`config.mk`:
```
export PLATFORM = sky130hd
export DESIGN_NAME = fp4_fft_stream_ctrl
export DESIGN_NICKNAME = d
export VERILOG_FILES = /design/src/rtl/fp4_fft_stream_ctrl.sv
export SDC_FILE = /design/constraint.sdc
export NUM_CORES = 1
export LEC_CHECK = 0
export CAP_MARGIN = 25
export CORE_UTILIZATION = 50
export DETAILED_ROUTE_END_ITERATION = 8
export MAX_ROUTING_LAYER = met4
export PLACE_DENSITY = 0.77
export SYNTH_ARGS = -nofsm -noshare
export SYNTH_HDL_FRONTEND = slang
export SYNTH_SLANG_ARGS = --single-unit
```
`constraint.sdc`:
```
create_clock -name clk -period 4.7 [get_ports clk]
set_clock_uncertainty 0.05 [all_clocks]
set_input_delay 0.94 -clock clk [delete_from_list [all_inputs] [get_ports clk]]
set_output_delay 0.94 -clock clk [all_outputs]
set_load 0.02 [all_outputs]
```
`src/rtl/fp4_fft_stream_ctrl.sv`:
```
// fp4_fft_stream_ctrl
//   Host-side initiator for fp4_fft_top's external load/read ports. Runs one
//   frame at a time: loads N complex FP4 samples into FFT memory, pulses
//   fft_start, waits for fft_done, then streams the N results out in natural
//   order through a 2-entry output FIFO.
//
// Ports
//   clk, rst (async, active low)
//   cfg_len_m1              frame length N-1, latched on the first accepted sample
//   in_valid/in_ready/in_data      upstream sample stream {re[7:4],im[3:0]}
//   out_valid/out_ready/out_data/out_last   downstream result stream
//   ext_wr_en/ext_wr_addr/ext_wr_data       fp4_fft_top load port
//   fft_start/fft_done                      fp4_fft_top handshake
//   ext_rd_addr/ext_rd_data                 fp4_fft_top read port (RD_LAT latency)
//   busy                    high whenever not IDLE
//   err                     sticky done-wait timeout flag
//
// Optional feature: define FFT_CTRL_TIMEOUT_EN to abort a frame whose
// fft_done does not arrive within TMO_CYCLES cycles in WAIT_DONE.
module fp4_fft_stream_ctrl #(
    parameter int MAX_N      = 32,
    parameter int ADDR_WIDTH = $clog2(MAX_N),
    parameter int RD_LAT     = 1,
    parameter int TMO_CYCLES = 4096
) (
    input  logic                  clk,
    input  logic                  rst,
    input  logic [ADDR_WIDTH-1:0] cfg_len_m1,
    input  logic                  in_valid,
    output logic                  in_ready,
    input  logic [7:0]            in_data,
    output logic                  out_valid,
    input  logic                  out_ready,
    output logic [7:0]            out_data,
    output logic                  out_last,
    output logic                  ext_wr_en,
    output logic [ADDR_WIDTH-1:0] ext_wr_addr,
    output logic [7:0]            ext_wr_data,
    output logic                  fft_start,
    input  logic                  fft_done,
    output logic [ADDR_WIDTH-1:0] ext_rd_addr,
    input  logic [7:0]            ext_rd_data,
    output logic                  busy,
    output logic                  err
);

    localparam logic [2:0] S_IDLE   = 3'd0;
    localparam logic [2:0] S_LOAD   = 3'd1;
    localparam logic [2:0] S_GAP    = 3'd2;
    localparam logic [2:0] S_START  = 3'd3;
    localparam logic [2:0] S_WAIT   = 3'd4;
    localparam logic [2:0] S_UNLOAD = 3'd5;

    logic [2:0]            state;
    logic [ADDR_WIDTH-1:0] len;
    logic [ADDR_WIDTH-1:0] wr_cnt;
    logic [ADDR_WIDTH:0]   rd_cnt;      // one extra bit: runs to len+1
    logic [ADDR_WIDTH-1:0] rd_addr_q;
    logic [RD_LAT:1]       vld_pipe;    // reads in flight, stage RD_LAT = data arriving now
    logic [RD_LAT:1]       lst_pipe;    // last-address tag travelling with each read

    logic [1:0][7:0]       fifo_data;
    logic [1:0]            fifo_last;
    logic                  wr_ptr, rd_ptr;
    logic [1:0]            fifo_cnt;

    logic                  accept, issue, push, pop;
    logic [1:0]            inflight;
    logic [2:0]            occ;

    assign in_ready    = (state == S_IDLE) || (state == S_LOAD);
    assign accept      = in_valid & in_ready;
    assign ext_wr_en   = accept;
    assign ext_wr_addr = (state == S_LOAD) ? wr_cnt : '0;
    assign ext_wr_data = accept ? in_data : 8'h00;
    assign fft_start   = (state == S_START);
    assign busy        = (state != S_IDLE);

    assign out_valid = (fifo_cnt != 2'd0);
    assign out_data  = fifo_data[rd_ptr];
    assign out_last  = fifo_last[rd_ptr];
    assign pop       = out_valid & out_ready;
    assign push      = vld_pipe[RD_LAT];

    // Occupancy counts the pop happening this cycle so a full-rate stream
    // keeps issuing one read per cycle with only two FIFO slots.
    always_comb begin
        inflight = 2'd0;
        for (int i = 1; i <= RD_LAT; i++) inflight = inflight + 2'(vld_pipe[i]);
    end
    assign occ   = 3'(fifo_cnt) + 3'(inflight) - 3'(pop);
    assign issue = (state == S_UNLOAD) && (rd_cnt <= {1'b0, len}) && (occ < 3'd2);

    // Address is presented in the issue cycle; otherwise holds the last one.
    assign ext_rd_addr = issue ? rd_cnt[ADDR_WIDTH-1:0] : rd_addr_q;

`ifdef FFT_CTRL_TIMEOUT_EN
    localparam int TMO_W = (TMO_CYCLES > 1) ? $clog2(TMO_CYCLES) : 1;
    logic [TMO_W-1:0] tmo_cnt;
    logic             err_q;
    assign err = err_q;
`else
    assign err = 1'b0;
`endif

    always_ff @(posedge clk or negedge rst) begin
        if (!rst) begin
            state     <= S_IDLE;
            len       <= '0;
            wr_cnt    <= '0;
            rd_cnt    <= '0;
            rd_addr_q <= '0;
            vld_pipe  <= '0;
            lst_pipe  <= '0;
`ifdef FFT_CTRL_TIMEOUT_EN
            tmo_cnt   <= '0;
            err_q     <= 1'b0;
`endif
        end else begin
            case (state)
                S_IDLE: if (accept) begin
                    len    <= cfg_len_m1;
                    wr_cnt <= ADDR_WIDTH'(1);
                    state  <= (cfg_len_m1 == '0) ? S_GAP : S_LOAD;
                end
                S_LOAD: if (accept) begin
                    if (wr_cnt == len) state <= S_GAP;
                    else               wr_cnt <= wr_cnt + 1'b1;
                end
                S_GAP:   state <= S_START;
                S_START: begin
                    state <= S_WAIT;
`ifdef FFT_CTRL_TIMEOUT_EN
                    tmo_cnt <= '0;
`endif
                end
                S_WAIT: begin
`ifdef FFT_CTRL_TIMEOUT_EN
                    if (fft_done) begin
                        state <= S_UNLOAD;
                    end else if (tmo_cnt == TMO_W'(TMO_CYCLES - 1)) begin
                        err_q <= 1'b1;
                        state <= S_IDLE;
                    end else begin
                        tmo_cnt <= tmo_cnt + 1'b1;
                    end
`else
                    if (fft_done) state <= S_UNLOAD;
`endif
                end
                S_UNLOAD: if (pop && out_last) state <= S_IDLE;
                default:  state <= S_IDLE;
            endcase

            if (state != S_UNLOAD) rd_cnt <= '0;
            else if (issue)        rd_cnt <= rd_cnt + 1'b1;
            if (issue) rd_addr_q <= rd_cnt[ADDR_WIDTH-1:0];

            for (int i = RD_LAT; i > 1; i--) begin
                vld_pipe[i] <= vld_pipe[i-1];
                lst_pipe[i] <= lst_pipe[i-1];
            end
            vld_pipe[1] <= issue;
            lst_pipe[1] <= issue && (rd_cnt[ADDR_WIDTH-1:0] == len);
        end
    end

    // 2-entry output FIFO; push and pop may coincide even when full.
    always_ff @(posedge clk or negedge rst) begin
        if (!rst) begin
            fifo_data <= '0;
            fifo_last <= '0;
            wr_ptr    <= 1'b0;
            rd_ptr    <= 1'b0;
            fifo_cnt  <= 2'd0;
        end else begin
            if (push) begin
                fifo_data[wr_ptr] <= ext_rd_data;
                fifo_last[wr_ptr] <= lst_pipe[RD_LAT];
                wr_ptr            <= ~wr_ptr;
            end
            if (pop) rd_ptr <= ~rd_ptr;
            case ({push, pop})
                2'b10:   fifo_cnt <= fifo_cnt + 2'd1;
                2'b01:   fifo_cnt <= fifo_cnt - 2'd1;
                default: fifo_cnt <= fifo_cnt;
            endcase
        end
    end

endmodule

```
==> results.toml, run 1 <==
[critical_path]
cp.required_ns = 3.71
crit_path_max_incr_delay_ns = 0.48
cp_max_fo = 8
crit_arrival_ns = 3.53
r2r-start = "fifo_cnt[1]"
endpoint_kind = "output port"
r2r-end = "rd_cnt[4]"
critical_path_class = "primary input to output port"
cpMaxStageDelayCell = "clkdlybuf4s50_1"
ff2ff_setup_slack_ns = 1.57
reg2regPathDepth = 12
cp-start-kind = "primary input"
crit_path_cell_trace = "clkdlybuf4s50_1 > nand2_1 > inv_1 > ha_1 > nand2b_1 > fa_2 > xnor2_2 > nand4b_4 > nor2_2 > buf_4 > mux2_2 > dlygate4sd2_1"

[timing]
setup_viol = 0
max_freq_mhz = 221.2
tightest_slew_ns = 0.7744
fin_ws_ns = 0.1784
hold_violations = 0
holdWs_ns = 0.4471
rsz0062_at_grt = "false"
max_slew_margin_pct = 48.19
finalSetupTns_ns = 0
timing.final.crit_share_pct = 96.20
period_needed_ns = 4.522
final-max-slew-violation-count = 0

[clocking]
cts.reportedPaths.clkPinSlew_ns = 0.09
clockBufferDepth = 2
cts_tree = "built"
htree_levels = 2
postCtsHoldBufs = 0
cts_made_buffers = 5
root_buffer = "clkbuf_8"
clock_latency_ns = 0.30
cts_sinks = 48

[place]
post-place-ws_ns = -0.1588
gp_congestion = 0.7885
io_buffers = 57
hpwl_um = 3916

[synthesis]
yosys_most_used_dff = "dfrtp_1"
synth.most_common_cell = "dfrtp_1"
syn_inst = 237
synth_nets = 273
syn_avg_cell_area_um2 = 10.80
synth.distinct_cells = 46
syn-cell-area_um2 = 2559
ys_ff_latch = 48
synth_edf_count = 0
yosysTopAreaCell = "dfrtp_1"
seq_area_frac_synth_pct = 46.94
synthArstFlopShare_pct = 100.0
yosysTopAreaCellShare_pct = 46.94
synth_area_leaders = "dfrtp_1 47%, mux2_2 15%, ha_1 4.4%"
synthTopCellsByCount = "48 x dfrtp_1, 33 x mux2_2, 21 x nand2_1, 15 x and3_1, 15 x inv_1"
yosysWarnings = 0

[die]
die_area_um2 = 5407
placementRows = 25
pin_count = 59
die_h_um = 73.54
core_um2 = 4817
initial_core_util_pct = 53.12
fp.dieW_um = 73.54

[routing]
drt_iter0_markers = 77
wl_per_cell_um = 14.26
vias_per_cell = 5.287
vias = 1935
routed_wl_um = 5220
drtPass1Iterations = 4
ant_nets = 0
drc = 0

[min_path]
hp-class = "flip-flop to flip-flop"
holdPathStages = 1
min_to = "wr_ptr"
hold_path.startpoint = "wr_ptr"

[power_and_ir_drop]
p_leak_nw = 1.500
p_per_area_nw_per_um2 = 579.6
ir_drop_v = 0.0002918

[final_layout]
drive_gt1_share_pct = 18.73
fill_cells = 419
fin_nets = 334
antenna_cells = 0
area.growth.synth_to_final_pct = 30.12

[run]
maxCapViolCount = 0

[global_route]
grt_pass1_vias = 1935
grt_pass1_wl_um = 8838
grt_use_total_pct = 22.36
antenna_found_initial = 0
grt_overflow = 0
grt_max_degree = 26

[outcome]
status = "finished clean"
[critical path: cells and delay by family]
| kind | cells | cell delay (ns) |
|---|---|---|
| adder cells (fa/ha/maj) | 2 | 0.58 |
| multiplexers | 1 | 0.35 |
| buffers and inverters | 4 | 1.02 |
| AND/OR/NAND/NOR | 4 | 0.44 |
| XOR/XNOR | 1 | 0.19 |
[placed cells by master (no fill, tap or decap), types with 2 or more instances in the layout]
master / n
nand2_1: 21
buf_4: 6
clkdlybuf4s50_1: 51
dfrtp_1: 48
or4_1: 2
nor3_1: 8
inv_1: 15
a21oi_1: 9
o31ai_1: 2
dlygate4sd2_1: 5
and3_1: 15
xor2_1: 4
nand3_1: 6
mux2_2: 33
ha_1: 9
nor2_1: 7
a31oi_1: 2
nand2b_1: 2
clkbuf_8: 6
o21ai_0: 8
o211ai_1: 2
clkinvlp_4: 2
xnor2_1: 5
mux2i_1: 3
nand4_1: 3
[per-layer routing]
layer | vias to the layer above | global-route usage [%] | wire length [um]
li1 | 960 | - | -
met5 | - | - | 0
met3 | 6 | 4.801 | 224
met4 | 0 | 7.051 | 63
met1 | 922 | 28.14 | 2414
met2 | 47 | 36.09 | 2518
[cell type report]
type / instances / area, um2 / share of cell area, %
tap: 67 / 83.83 / 2.518
inverter: 16 / 60.06 / 1.804
timing repair buffer: 64 / 631.9 / 18.98
sequential: 48 / 1201 / 36.08
clock inverter: 2 / 15.01 / 0.4510
multi-input combinational: 163 / 1255 / 37.69
clock buffer: 6 / 82.58 / 2.480
[per-stage QoR]
| step | cells | area, um2 | power, mW | utilization (%) |
|---|---|---|---|---|
| finish | 366 | 3329 | 1.930 | 69.12 |
| global route | 366 | 3329 | 2.076 | 69.12 |
| CTS | 366 | 3327 | 1.944 | 69.06 |
| detailed placement | 358 | 3228 | 1.680 | 67.01 |
| global placement | 357 | 3201 | 1.643 | 66.44 |
| floorplan | 237 | 2559 | 1.314 | - |
[worst max-delay path by stage]
stage / startpoint / to / cells past startpoint
floorplan: out_ready / ext_rd_addr[0] / 9
CTS: out_ready / ext_rd_addr[3] / 12
global route: out_ready / ext_rd_addr[1] / 12
global placement: out_ready / ext_rd_addr[1] / 12
finish: out_ready / ext_rd_addr[3] / 12
detailed placement: out_ready / ext_rd_addr[3] / 12
[state kept, by name, indices dropped and copies added (netlist names)]
register   count
fifo_cnt       2
fifo_data     16
fifo_last      2
len            5
lst_pipe       1
push           1
rd_addr_q      5
rd_cnt         6
rd_ptr         1
state          3
wr_cnt         5
wr_ptr         1
[report_power, final]
part           switching (mW)  internal [mW]
combinational           0.457          0.512
clock                   0.138          0.119
sequential              0.147          0.557
[cells by family (layout without fill, tap and decap cells)]
group | Yosys count | in the layout | synth area share, %
and+or+nand+nor | 73 | 73 | 15.50
DFF | 48 | 48 | 46.94
muxes | 36 | 36 | 15.70
AOI/OAI and AO/OA | 33 | 33 | 8.704
buffers and inverters | 26 | 88 | 4.401
adders and majority gates | 10 | 10 | 5.183
xor gates and xnor gates | 10 | 10 | 3.423
other | 1 | 1 | 0.1466
[repair_timing]
action | CTS | global route
endpoints found under the setup margin | 5 | 5
pin swaps | 0 | 1
gates resized for setup | 6 | 1
buffers inserted | 0 | 0
No activity file was read; power rests on OpenSTA's default activity.
==> run 2: changes to the inputs <==
Settings changed: CAP_MARGIN 25 to default, GPL_ROUTABILITY_DRIVEN from default to 1.
==> run 2 against run 1 <==
  * Die area unchanged
  * First-iteration DRC count up 30%
  * Sequential power about the same
  * Combinational power down 0.5%
  * Critical path depth unchanged
  * Global-route usage down 0.30 points
  * Register-to-register slack worse by 0.05 ns
  * Wire length up 0.82%
  * Sequential share of layout area up 0.33 points
  * Clock-buffer cell count unchanged
  * Critical path type unchanged
==> results.toml, run 2 (same netlist as run 1, synthesis figures left out) <==
[place]
io_buffers = 57
place_area_um2 = 3201
gp_congestion = 0.7885
hpwl_um = 3770

[global_route]
grt_pass1_vias = 1940
grt_use_total_pct = 22.05
antenna_found_initial = 0
grt_max_degree = 49
grt_overflow = 0
grt_pass1_wl_um = 8811

[timing]
timing.final.crit_share_pct = 97.42
max_slew_margin_pct = 28.78
holdWs_ns = 0.4518
setup_viol = 0
period_needed_ns = 4.579
tightest_slew_ns = 1.068
rsz0062_at_grt = "false"
final-max-slew-violation-count = 0
max_freq_mhz = 218.4
hold_violations = 0

[routing]
vias_per_cell = 5.315
drc = 0
vias = 1940
drt_iter0_markers = 100
wl_per_cell_um = 14.42
drtPass1Iterations = 4
ant_nets = 0
routed_wl_um = 5263

[die]
initial_core_util_pct = 53.12
pin_count = 59
die_h_um = 73.54
core_um2 = 4817
placementRows = 25
die_area_um2 = 5407
fp.dieW_um = 73.54

[final_layout]
fill_cells = 410
register_area_um2 = 1201
largestRegisters = "fifo_data: 16 flops, rd_cnt: 6 flops"
mostFrequentLayoutCells = "51 x clkdlybuf4s50_1, 48 x dfrtp_1, 33 x mux2_2"
drive_gt1_share_pct = 18.12
fin_nets = 333
largest_register_ffs = 16
multi_input_area_um2 = 1252
layout_commonest_cell = "clkdlybuf4s50_1"
area.growth.synth_to_final_pct = 28.95
design_area_um2 = 3299
antenna_cells = 0
max_flop_register = "fifo_data"
fin_util_pct = 68.49

[clocking]
cts_sinks = 48
clockBufferDepth = 2
cts_tree = "built"
root_buffer = "clkbuf_8"
htree_levels = 2
cts.reportedPaths.clkPinSlew_ns = 0.08
post-cts-setup-buffers = 0
postCtsHoldBufs = 0
cts_made_buffers = 5
clock_latency_ns = 0.29

[critical_path]
cp_max_fo = 8
crit_arrival_ns = 3.59
r2r-start = "fifo_cnt[1]"
critical_path_class = "primary input to output port"
endpoint_kind = "output port"
reg2regPathDepth = 12
startpoint = "out_ready"
cp.required_ns = 3.71
cp-start-kind = "primary input"

[min_path]
holdPathStages = 1
hold_path.startpoint = "rd_addr_q[2]"
hp-class = "flip-flop to flip-flop"

[power_and_ir_drop]
p_int_mw = 1.182
power_frac_seq_pct = 36.6
ir_drop_v = 0.0002886
power_switching_uw = 739.7
p_leak_nw = 1.488
total_power_mw = 1.922
combPwrFrac_pct = 50.1
p_per_area_nw_per_um2 = 582.5
pwr-share-clk_pct = 13.2
p_sw_share_pct = 38.49

[run]
maxCapViolCount = 0

[outcome]
status = "finished clean"
run 2: cell types whose count changed in the layout (fill, tap and decap cells not counted), sizes merged:
cell	change
buf	-1
run 2: timing repair:
action                                  in CTS  in global routing
endpoints found under the setup margin       5                  5
hold endpoints to repair                     0                  0
gates resized for setup                      6                  0
pin swaps                                    0                  1
run 2: layout make-up:
cell class              count  area share (%)
multi-input cells         163           37.96
flip-flops and latches     48           36.40
repair buffers             63           18.32
well taps                  67           2.541
clock buffers               6           2.503
inverters                  16           1.820
clock inverters             2          0.4551
run 2: power by group through the flow:
stage               clock [mW]  sequential (mW)  combinational, mW
finish                   0.254            0.704              0.964
global placement             0            0.702              0.941
global route             0.281            0.726               1.06
CTS                      0.264            0.704              0.972
detailed placement           0            0.710              0.965
floorplan                    0            0.638              0.676
run 2: path summary, 6_finish.rpt:
kind	slack [ns]	end
worst max-delay path	0.12	ext_rd_addr[1]
worst min-delay path	0.45	rd_addr_q[2]
worst max register to register	1.52	rd_cnt[4]
worst min register to register	0.45	rd_addr_q[2]
max in group asynchronous	3.16	fifo_data[3]
min in group asynchronous	0.78	fifo_data[15]
run 2: per-layer routing:
| metal | wire length, um | vias to the layer above | global-route usage (%) |
|---|---|---|---|
| met1 | 2535 | 938 | 27.52 |
| met5 | 0 | - | - |
| met3 | 192 | 2 | 4.938 |
| met4 | 29 | 0 | 6.838 |
| li1 | - | 959 | - |
| met2 | 2506 | 41 | 35.78 |
run 2: through the flow:
stage               instances  TNS (ns)  setup slack (ns)
finish                    365         0            0.1213
global route              365         0           0.01129
CTS                       365         0           0.08994
detailed placement        357   -0.6755           -0.1393
global placement          357   -0.4463          -0.08976
floorplan                 237         0            0.6910
run 2: worst max-delay path, stage by stage:
cell and delay (ns):
clkdlybuf4s50_1 0.48, nand2_1 0.07, inv_1 0.06, ha_1 0.22, nand2b_1 0.17, fa_1 0.41
xnor2_2 0.19, nand4b_4 0.12, nor2_2 0.09, buf_4 0.16, mux2_2 0.35, dlygate4sd2_1 0.32
